[src/rtl/regfile_writeback_unit_pkg.sv]
// ----------------------------------------------------------------------------
// regfile_writeback_unit_pkg
//   Shared definitions for the register-file write-back path: default data and
//   register-index widths, the x0 index (shared with register_file), the
//   arbitration grant encoding and a saturating add helper for the x0 counter.
// ----------------------------------------------------------------------------
package regfile_writeback_unit_pkg;

    localparam int unsigned RV_DATA_WIDTH = 32;
    localparam int unsigned RV_ADDR_WIDTH = 5;
    localparam int unsigned RV_X0_IDX     = 0;

    // Which source (if any) retires this cycle.
    typedef enum logic [1:0] {
        GNT_NONE = 2'd0,
        GNT_ALU  = 2'd1,
        GNT_LSU  = 2'd2
    } grant_e;

    // Add 0..2 to an 8-bit count, clamping at 255.
    function automatic logic [7:0] sat_add8(input logic [7:0] v, input logic [1:0] inc);
        logic [8:0] sum;
        sum = {1'b0, v} + {7'b0, inc};
        return sum[8] ? 8'hFF : sum[7:0];
    endfunction

endpackage

[src/rtl/regfile_writeback_unit_wb_fifo.sv]
// ----------------------------------------------------------------------------
// wb_fifo
//   Small synchronous FIFO buffering {rd, data} results from one producer.
//   Pointers carry an extra wrap bit so full and empty are distinguished
//   without an occupancy counter. Push and pop in the same cycle are allowed.
//   Ports:
//     clk, rst_n  clock / asynchronous active-low reset
//     i_flush     synchronous clear; same-cycle push and pop are ignored
//     i_push      write i_data (ignored when full)
//     i_data      entry to write
//     i_pop       retire the head entry (ignored when empty)
//     o_data      head entry (valid when !o_empty)
//     o_full      no free slot
//     o_empty     no entry held
// ----------------------------------------------------------------------------
module wb_fifo #(
    parameter int unsigned DEPTH = 2,
    parameter int unsigned WIDTH = 37
) (
    input  logic             clk,
    input  logic             rst_n,
    input  logic             i_flush,
    input  logic             i_push,
    input  logic [WIDTH-1:0] i_data,
    input  logic             i_pop,
    output logic [WIDTH-1:0] o_data,
    output logic             o_full,
    output logic             o_empty
);

    localparam int unsigned PW = $clog2(DEPTH);

    logic [PW:0]      r_wr_ptr;
    logic [PW:0]      r_rd_ptr;
    logic [WIDTH-1:0] r_mem [DEPTH];

    logic w_push;
    logic w_pop;

    assign o_empty = (r_wr_ptr == r_rd_ptr);
    assign o_full  = (r_wr_ptr[PW] != r_rd_ptr[PW]) &&
                     (r_wr_ptr[PW-1:0] == r_rd_ptr[PW-1:0]);

    assign w_push = i_push && !o_full  && !i_flush;
    assign w_pop  = i_pop  && !o_empty && !i_flush;

    always_ff @(posedge clk or negedge rst_n) begin
        if (!rst_n) begin
            r_wr_ptr <= '0;
            r_rd_ptr <= '0;
        end else if (i_flush) begin
            r_wr_ptr <= '0;
            r_rd_ptr <= '0;
        end else begin
            if (w_push) r_wr_ptr <= r_wr_ptr + (PW+1)'(1);
            if (w_pop)  r_rd_ptr <= r_rd_ptr + (PW+1)'(1);
        end
    end

    // Storage needs no reset: contents are only observed through the pointers.
    always_ff @(posedge clk) begin
        if (w_push) r_mem[r_wr_ptr[PW-1:0]] <= i_data;
    end

    assign o_data = r_mem[r_rd_ptr[PW-1:0]];

endmodule

[src/rtl/regfile_writeback_unit.sv]
// ----------------------------------------------------------------------------
// regfile_writeback_unit
//   Write-side initiator for register_file. Buffers ALU and LSU results in
//   one FIFO each, retires at most one per cycle and drives a registered
//   write_enable/rd/write_data. Results targeting x0 are dropped and counted.
//   Ports:
//     clk, rst_n            clock / asynchronous active-low reset
//     flush                 kill all pending writes (and same-cycle pushes)
//     alu_valid/ready/rd/data   ALU result handshake
//     lsu_valid/ready/rd/data   LSU result handshake
//     write_enable, rd, write_data  registered write port to register_file
//     x0_drops              saturating count of discarded rd==0 results
//     idle                  both FIFOs empty and no write being driven
// ----------------------------------------------------------------------------
module regfile_writeback_unit
    import regfile_writeback_unit_pkg::*;
#(
    parameter int unsigned DATA_WIDTH = RV_DATA_WIDTH,
    parameter int unsigned ADDR_WIDTH = RV_ADDR_WIDTH,
    parameter int unsigned FIFO_DEPTH = 2,
    parameter int unsigned MAX_WAIT   = 4
) (
    input  logic                  clk,
    input  logic                  rst_n,
    input  logic                  flush,
    input  logic                  alu_valid,
    output logic                  alu_ready,
    input  logic [ADDR_WIDTH-1:0] alu_rd,
    input  logic [DATA_WIDTH-1:0] alu_data,
    input  logic                  lsu_valid,
    output logic                  lsu_ready,
    input  logic [ADDR_WIDTH-1:0] lsu_rd,
    input  logic [DATA_WIDTH-1:0] lsu_data,
    output logic                  write_enable,
    output logic [ADDR_WIDTH-1:0] rd,
    output logic [DATA_WIDTH-1:0] write_data,
    output logic [7:0]            x0_drops,
    output logic                  idle
);

    localparam int unsigned ENTRY_W = ADDR_WIDTH + DATA_WIDTH;
    localparam int unsigned WAIT_W  = $clog2(MAX_WAIT + 1);
    localparam logic [ADDR_WIDTH-1:0] X0 = ADDR_WIDTH'(RV_X0_IDX);

    logic                  r_we;
    logic [ADDR_WIDTH-1:0] r_rd;
    logic [DATA_WIDTH-1:0] r_wdata;
    logic [7:0]            r_x0_drops;
    logic [WAIT_W-1:0]     r_wait_cnt;

    logic               w_alu_full, w_alu_empty;
    logic               w_lsu_full, w_lsu_empty;
    logic [ENTRY_W-1:0] w_alu_head, w_lsu_head, w_sel;
    logic               w_alu_acc, w_lsu_acc;
    logic               w_alu_x0, w_lsu_x0;
    logic               w_alu_push, w_lsu_push;
    grant_e             w_grant;

    // Ready depends on registered FIFO state only.
    assign alu_ready = !w_alu_full;
    assign lsu_ready = !w_lsu_full;

    assign w_alu_acc  = alu_valid && alu_ready;
    assign w_lsu_acc  = lsu_valid && lsu_ready;
    assign w_alu_x0   = w_alu_acc && (alu_rd == X0);
    assign w_lsu_x0   = w_lsu_acc && (lsu_rd == X0);
    assign w_alu_push = w_alu_acc && !w_alu_x0;
    assign w_lsu_push = w_lsu_acc && !w_lsu_x0;

    wb_fifo #(
        .DEPTH (FIFO_DEPTH),
        .WIDTH (ENTRY_W)
    ) u_alu_fifo (
        .clk     (clk),
        .rst_n   (rst_n),
        .i_flush (flush),
        .i_push  (w_alu_push),
        .i_data  ({alu_rd, alu_data}),
        .i_pop   (w_grant == GNT_ALU),
        .o_data  (w_alu_head),
        .o_full  (w_alu_full),
        .o_empty (w_alu_empty)
    );

    wb_fifo #(
        .DEPTH (FIFO_DEPTH),
        .WIDTH (ENTRY_W)
    ) u_lsu_fifo (
        .clk     (clk),
        .rst_n   (rst_n),
        .i_flush (flush),
        .i_push  (w_lsu_push),
        .i_data  ({lsu_rd, lsu_data}),
        .i_pop   (w_grant == GNT_LSU),
        .o_data  (w_lsu_head),
        .o_full  (w_lsu_full),
        .o_empty (w_lsu_empty)
    );

    // LSU has priority; the ALU wins when the LSU is empty or has waited
    // MAX_WAIT consecutive losses. Nothing retires during a flush.
    always_comb begin
        w_grant = GNT_NONE;
        if (!flush) begin
            if (!w_alu_empty && (w_lsu_empty || (r_wait_cnt == WAIT_W'(MAX_WAIT)))) begin
                w_grant = GNT_ALU;
            end else if (!w_lsu_empty) begin
                w_grant = GNT_LSU;
            end
        end
    end

    assign w_sel = (w_grant == GNT_ALU) ? w_alu_head : w_lsu_head;

    // Output register: rd/write_data hold their last value when nothing retires.
    always_ff @(posedge clk or negedge rst_n) begin
        if (!rst_n) begin
            r_we    <= 1'b0;
            r_rd    <= '0;
            r_wdata <= '0;
        end else if (w_grant != GNT_NONE) begin
            r_we    <= 1'b1;
            r_rd    <= w_sel[ENTRY_W-1:DATA_WIDTH];
            r_wdata <= w_sel[DATA_WIDTH-1:0];
        end else begin
            r_we    <= 1'b0;
        end
    end

    // Starvation counter: counts consecutive ALU losses; can never pass
    // MAX_WAIT because the ALU is granted once it gets there.
    always_ff @(posedge clk or negedge rst_n) begin
        if (!rst_n) begin
            r_wait_cnt <= '0;
        end else if (flush || w_alu_empty || (w_grant == GNT_ALU)) begin
            r_wait_cnt <= '0;
        end else if (w_grant == GNT_LSU) begin
            r_wait_cnt <= r_wait_cnt + WAIT_W'(1);
        end
    end

    // Both producers may drop an x0 result in the same cycle.
    always_ff @(posedge clk or negedge rst_n) begin
        if (!rst_n) begin
            r_x0_drops <= '0;
        end else if (w_alu_x0 || w_lsu_x0) begin
            r_x0_drops <= sat_add8(r_x0_drops, {1'b0, w_alu_x0} + {1'b0, w_lsu_x0});
        end
    end

    assign write_enable = r_we;
    assign rd           = r_rd;
    assign write_data   = r_wdata;
    assign x0_drops     = r_x0_drops;
    assign idle         = w_alu_empty && w_lsu_empty && !r_we;

endmodule

[config.mk]
export PLATFORM = sky130hd
export DESIGN_NAME = regfile_writeback_unit
export DESIGN_NICKNAME = d
export VERILOG_FILES = /design/src/rtl/regfile_writeback_unit_pkg.sv /design/src/rtl/regfile_writeback_unit_wb_fifo.sv /design/src/rtl/regfile_writeback_unit.sv
export SDC_FILE = /design/constraint.sdc
export NUM_CORES = 1
export LEC_CHECK = 0
export ABC_AREA = 1
export BUFFER_PORTS_ARGS = -buffer_cell sky130_fd_sc_hd__buf_2
export CAP_MARGIN = 40
export CORE_ASPECT_RATIO = 0.8
export CORE_MARGIN = 5
export CORE_UTILIZATION = 57
export CTS_CLUSTER_SIZE = 8
export DETAILED_ROUTE_END_ITERATION = 8
export PLACE_DENSITY = 0.84
export RECOVER_POWER = 100
export REMOVE_ABC_BUFFERS = 1
export SYNTH_ARGS = -nofsm -noshare
export SYNTH_HDL_FRONTEND = slang
export SYNTH_HIERARCHICAL = 1
export SYNTH_SLANG_ARGS = --single-unit
[constraint.sdc]
create_clock -name clk -period 3.6 [get_ports clk]
set_input_delay 0 -clock clk [delete_from_list [all_inputs] [get_ports clk]]
set_output_delay 0 -clock clk [all_outputs]
set_load 0.02 [all_outputs]
======== Word-level counts from Yosys, hierarchy flattened ========
Memories as Yosys holds them, arrays and structs flattened.
Cells that the tools add are included.
word-level totals
  bits of input ports ..................... 79
  memory bits (writable) .................. 148
  logic and storage cells ................. 86
  register bits after elaboration ......... 57
  memories kept ........................... 2
memory list
  name              words  width  rd ports  clocked after Yosys merged registers in  write ports  line                                  RTL
  u_alu_fifo.r_mem  2      37     1         0                                        1            regfile_writeback_unit_wb_fifo.sv:35  logic [WIDTH-1:0] r_mem [DEPTH];
  u_lsu_fifo.r_mem  2      37     1         0                                        1            regfile_writeback_unit_wb_fifo.sv:35
operators by class
  multiplexer cells ....................... 20
  equal/unequal tests ..................... 9
  $add $sub $neg .......................... 7
  reduce and logical (&&, ||, !) cells .... 39
operators with widths
  kind                                                                   number
  37-bit two-way mux                                                     1
  2-bit two-way mux                                                      11
  1-bit logical AND                                                      19
  2-bit nonzero test                                                     6
  5-bit zero test                                                        2
  8-bit by 2-bit adder with 9-bit output                                 1
  2-bit by 1-bit adder with 2-bit output, second input constant          4
  1-bit zero test                                                        8
  8-bit two-way mux                                                      1
  3-bit two-way mux                                                      2
  1-bit two-way mux                                                      5
  2-bit equality test                                                    2
  1-bit logical OR                                                       4
  3-bit by 1-bit adder with 3-bit output, second input constant          1
  3-bit equality test, second input constant                             1
  1-bit by 1-bit adder with 2-bit output                                 1
  1-bit equality test                                                    2
  2-bit by 1-bit equality test with 1-bit output, second input constant  1
  2-bit equality test, second input constant                             1
  1-bit inequality test                                                  2

======== Logic depth before layout (Yosys ltp) ========
  word-level depth ........................ 11
  gate-level depth with buffers ........... 16

======== Cells and area by module ========
The synthesis kept the hierarchy.
by module, submodules not included
  module                  seq. area each (sq um)  area an instance (sq um)  instances  cells an instance
  wb_fifo                 2322.2                  2975.4                    2          238
  regfile_writeback_unit  1226.2                  2756.4                    1          361

======== Least setup slack after synthesis ========
Ideal clock, no wire load.
  kind .................................... register -> register
  from .................................... register u_alu_fifo.r_wr_ptr[0]
  to ...................................... memory u_alu_fifo.r_mem[1][0] (enable)
  required time ........................... 3.175 ns
  arrival time ............................ 2.513 ns
  library setup time ...................... 0.425 ns
  cell stages (with the launch flop) ...... 11
  setup slack ............................. 0.662 ns
  cell sequence ........................... dfrtp_1 > inv_1 > nand2_1 > nand2_1 > nand2_2 > inv_1 > nor2_1 > nand2_1 > inv_1 > nand2_1 > nor3_2
between the ends
  cells in the longest elaborated chain, start to end .. 11
ends and longest elaborated chain
  what                                         line                                  RTL
  start, declared                              regfile_writeback_unit_wb_fifo.sv:33  logic [PW:0] r_wr_ptr;
  start signal, assigned                       regfile_writeback_unit_wb_fifo.sv:55  if (w_push) r_wr_ptr <= r_wr_ptr + (PW+1)'(1);
  1-bit equality test (*)                      regfile_writeback_unit_wb_fifo.sv:42  (r_wr_ptr[PW-1:0] == r_rd_ptr[PW-1:0]);
  1-bit logical AND (*)                        regfile_writeback_unit_wb_fifo.sv:41  assign o_full = (r_wr_ptr[PW] != r_rd_ptr[PW]) &&
  via w_alu_full                               regfile_writeback_unit.sv:51          logic w_alu_full, w_alu_empty;
  1-bit zero test (*)                          regfile_writeback_unit.sv:60          assign alu_ready = !w_alu_full;
  1-bit logical AND (*)                        regfile_writeback_unit.sv:63          assign w_alu_acc = alu_valid && alu_ready;
  1-bit logical AND                            regfile_writeback_unit.sv:65          assign w_alu_x0 = w_alu_acc && (alu_rd == X0);
  1-bit zero test                              regfile_writeback_unit.sv:67          assign w_alu_push = w_alu_acc && !w_alu_x0;
  1-bit logical AND (*)                        regfile_writeback_unit.sv:67
  via w_alu_push                               regfile_writeback_unit.sv:56          logic w_alu_push, w_lsu_push;
  1-bit logical AND (*) (2 in a row)           regfile_writeback_unit_wb_fifo.sv:44  assign w_push = i_push && !o_full && !i_flush;
  1-bit two-way mux (*)                        regfile_writeback_unit_wb_fifo.sv:62  if (w_push) r_mem[r_wr_ptr[PW-1:0]] <= i_data;
  1-bit two-way mux (not written as such) (*)  regfile_writeback_unit_wb_fifo.sv:62
  end, declared                                regfile_writeback_unit_wb_fifo.sv:35
The timed path passes the listed nets; every way through them passes the cells marked *.

======== Worst setup path in the final report ========
  from .................................... register u_alu_fifo.r_rd_ptr[0]
  to ...................................... memory u_alu_fifo.r_mem[1][25] (enable)
between the ends
  cells in the longest elaborated chain, start to end .. 11
ends and longest elaborated chain
  what                                         line                                  RTL
  start, declared                              regfile_writeback_unit_wb_fifo.sv:34  logic [PW:0] r_rd_ptr;
  start signal, assigned                       regfile_writeback_unit_wb_fifo.sv:56  if (w_pop) r_rd_ptr <= r_rd_ptr + (PW+1)'(1);
  1-bit equality test (*)                      regfile_writeback_unit_wb_fifo.sv:42
  1-bit logical AND (*)                        regfile_writeback_unit_wb_fifo.sv:41
  via w_alu_full                               regfile_writeback_unit.sv:51
  1-bit zero test (*)                          regfile_writeback_unit.sv:60
  1-bit logical AND (*)                        regfile_writeback_unit.sv:63
  1-bit logical AND                            regfile_writeback_unit.sv:65
  1-bit zero test                              regfile_writeback_unit.sv:67
  1-bit logical AND (*)                        regfile_writeback_unit.sv:67
  via w_alu_push                               regfile_writeback_unit.sv:56
  1-bit logical AND (*) (2 in a row)           regfile_writeback_unit_wb_fifo.sv:44
  1-bit two-way mux (*)                        regfile_writeback_unit_wb_fifo.sv:62
  1-bit two-way mux (not written as such) (*)  regfile_writeback_unit_wb_fifo.sv:62
Marked as above.

==> impl_metrics.toml <==
[cells_and_area]
num-nets-final = 1137
antenna_cells = 0
fillers = 1067
post-route-util_pct = 72.4
finish.instance_area_sq_um = 10900
regArea_sq_um = 5870
syn2layout_area_growth_pct = 24.9
finish.cell_count_without_fillers = 1264
multiInputGateArea_sq_um = 2230
fraction_of_layout_cells_with_a_size_suffix_above_1_pct = 6.98

[worst_setup_path]
cpPeakStageDelay_ns = 1.28
path_common_cell = "nand2_1"
ff2ff_setup_slack_ns = 0.40
crit_chain = "inv_1 > nand2_1 > nand2_1 > nand2_1 > inv_1 > nor2_1 > nand2_1 > inv_1 > nand2_1 > nor3_1 > buf_12"
reg2reg_from = "u_alu_fifo/r_rd_ptr[0]"
cp-end-kind = "flop"
reg2regPathDepth = 11
worst-setup-path-type = "reg2reg"
rr_endpoint = "u_alu_fifo/r_mem[1][25]"
worst_ep_arrival_time_ns = 3.40
critical_path.max_fanout = 28
crit_required_ns = 3.80
crit_path_start_kind = "flop"
critical_path.slowest_cell = "nor3_1"

[synthesis]
yosysTopAreaCellShare_pct = 51.0
yosys_most_used_dff = "edfxtp_1"
synth_edf_count = 148
yosys-top-cells-area = "edfxtp_1 (51%), dfrtp_1 (16%), nand2_1 (16%)"
netlist_instances = 837
synth_common_cells = "nand2_1 (374), edfxtp_1 (148), inv_1 (75), dfrtp_1 (57), nand3_1 (27)"
synth_area_sq_um = 8710
async_flop_share_pct = 27.8
syn-mean-instance-area_sq_um = 10.4
yosys.cell_count.top_type = "nand2_1"
synth-seq-area-share_pct = 67.4
yosys_register_bits = 205
synth.lib_cells_used.distinct = 26
synthesis.yosys.warnings = 6
synth_largest_area_cell = "edfxtp_1"

[job]
max_cap_violations = 1

[routing]
router_iterations_before_antenna_repair = 5
detail_route.drc_violations = 0
routed_wirelength_um = 21200
avgRoutedWirePerCell_um = 16.8
detail_route.iter0.violations = 431
avgViaCountPerCell = 5.20
number_of_vias_in_the_routed_layout = 6576
postRouteAntennaNets = 0

[timing]
hold_viol = 0
clock_skew_ns = 0.0161
number_of_setup_violations_in_the_final_report = 0
worstMarginPinSlew_ns = 1.68
grt_setup_unrepaired = "false"
slew_headroom_pct = -13.1
timing.final.crit_share_pct = 89.0
period_minus_slack_ns = 3.20
final-max-slew-violation-count = 10
clock.fmax_ghz = 0.312

[clock_tree]
ctsRootBufferMaster = "clkbuf_16"
number_of_buffers_on_the_longest_clock_path = 3
clkSlewWorstSetupHoldPaths_ns = 0.05
cts_buffers = 29
cts.sink_count = 205
clkLatencyLatePin_ns = 0.52
tritoncts = "yes"
cts-htree-levels = 1

[grt]
number_of_global_route_vias_before_repair = 6672
initial_antenna_violation_count = 0
wire_length_of_the_first_global_routing_pass_um = 33700
grt_overflow = 0
track_usage_pct = 23.9
grt_max_degree = 49

[place]
gp_congestion = 0.869
place.port_buffers = 127
place.detailed.hpwl_um = 12400
number_of_placed_instances_taps_included = 1134
placed_area_sq_um = 9550

[min_path]
worstHoldPathCells = 2
timing.hold.worst_endpoint = "u_alu_fifo/r_mem[0][3]"
min_delay_startpoint = "alu_data[3]"
hp-class = "in2reg"

[power_and_ir_drop]
seqPwrFrac_pct = 44.8
worst_vdd_drop_uv = 410
power.share.switching_pct = 30.1
power.combinational.fraction_pct = 19.6
total_leakage_power_nw = 4.79
total_power_w = 0.00681
clockPowerShare_pct = 35.6
switching_power_w = 0.00205
cellPowerDensity_nw_per_um2 = 626
power.internal_w = 0.00476

[floorplan]
die_y_um = 121
fp.dieArea_sq_um = 17900
floorplan.die.width_um = 148
core_sq_um = 15000
pin_count = 128
fp-row-count = 40
initial_utilization_pct = 58.0

[outcome]
outcome = "complete, but fails checks"
violations = "max-capacitance violations, max-slew violations"
## worst max-delay path: cells and delay by family, from the launching register on
kind                   cells  cell delay [ns]
and+or+nand+nor            7             1.88
DFF                        1             0.46
buffers and inverters      4             0.55
## routing by layer
layer	up-vias	wire, um	track usage (%)
li1	3161	-	-
met1	3093	8620	31.7
met2	284	10400	41.1
met3	38	1740	4.31
met4	0	391	6.23
met5	-	0	0
## power by group through the flow
stage / Combinational [W] / Clock, W / Sequential (W)
floorplan: 0.000544 / 0 / 0.00333
global placement: 0.00131 / 0 / 0.00306
detailed placement: 0.00137 / 0 / 0.00307
CTS: 0.00144 / 0.00245 / 0.00303
global route: 0.00147 / 0.00256 / 0.00308
finish: 0.00133 / 0.00242 / 0.00305
## registers in the layout, indices dropped and copies added, names as in the netlist
signal               cells
x0_drops                 8
rd                       5
u_alu_fifo/r_rd_ptr      2
u_lsu_fifo/r_rd_ptr      2
u_lsu_fifo/r_mem        74
u_alu_fifo/r_wr_ptr      2
r_wait_cnt               3
u_alu_fifo/r_mem        74
write_enable             1
write_data              32
u_lsu_fifo/r_wr_ptr      2
## area by class of cell
class                      count  share of cell area (%)
timing repair buffer         218                    13.0
multi-input combinational    521                    20.5
inverter                      79                    2.73
sequential                   205                    54.0
clock buffer                  50                    7.40
tap                          189                    2.17
clock inverter                 2                   0.127
## how the worst max path moves through the flow
stage	startpoint	end	slack, ns	cells after the start
finish	u_alu_fifo/r_rd_ptr[0]	u_alu_fifo/r_mem[1][25]	0.40	11
global placement	u_lsu_fifo/r_rd_ptr[0]	x0_drops[4]	0.84	16
detailed placement	u_lsu_fifo/r_rd_ptr[0]	x0_drops[4]	0.69	16
global route	u_alu_fifo/r_rd_ptr[0]	u_alu_fifo/r_mem[1][7]	0.17	11
floorplan	u_alu_fifo/r_rd_ptr[0]	u_alu_fifo/r_mem[1][0]	-0.29	10
CTS	u_lsu_fifo/r_rd_ptr[0]	x0_drops[4]	0.70	16
## stage by stage
stage	worst slack (ns)	hold WS [ns]	setup TNS, ns
floorplan	-0.295	-0.296	-21.79
global placement	0.844	0.188	0
detailed placement	0.693	0.0164	0
CTS	0.701	0.00473	0
global route	0.172	0.198	0
finish	0.396	0.203	0
## cell usage in the layout (no fill, tap or decap), types with 3 or more instances in the layout
| cell | n |
|---|---|
| edfxtp_1 | 148 |
| inv_1 | 78 |
| nand2_1 | 378 |
| clkbuf_16 | 29 |
| clkbuf_2 | 3 |
| nand3_1 | 27 |
| o21ai_1 | 13 |
| buf_4 | 5 |
| nand4_1 | 8 |
| a21oi_2 | 11 |
| dfrtp_1 | 55 |
| buf_2 | 13 |
| buf_12 | 3 |
| clkbuf_1 | 136 |
| a21oi_1 | 27 |
| dlygate4sd3_1 | 78 |
| o21ai_0 | 26 |
| nor2_1 | 17 |
| ha_1 | 3 |
## timing repair
action                     CTS  global route
setup buffers                0             0
gates resized for setup      0             0
hold endpoints to repair   194             0
setup endpoints to repair    0             0
hold buffers                78             0
## kinds of logic after synthesis
family	synth area share, %
DFF	67.4
AOI/OAI and AO/OA	5.50
and+or+nand+nor	20.0
buffers and inverters	6.22
adders and majority gates	0.661
xor gates and xnor gates	0.201
Power figures use the tool's default switching activity.
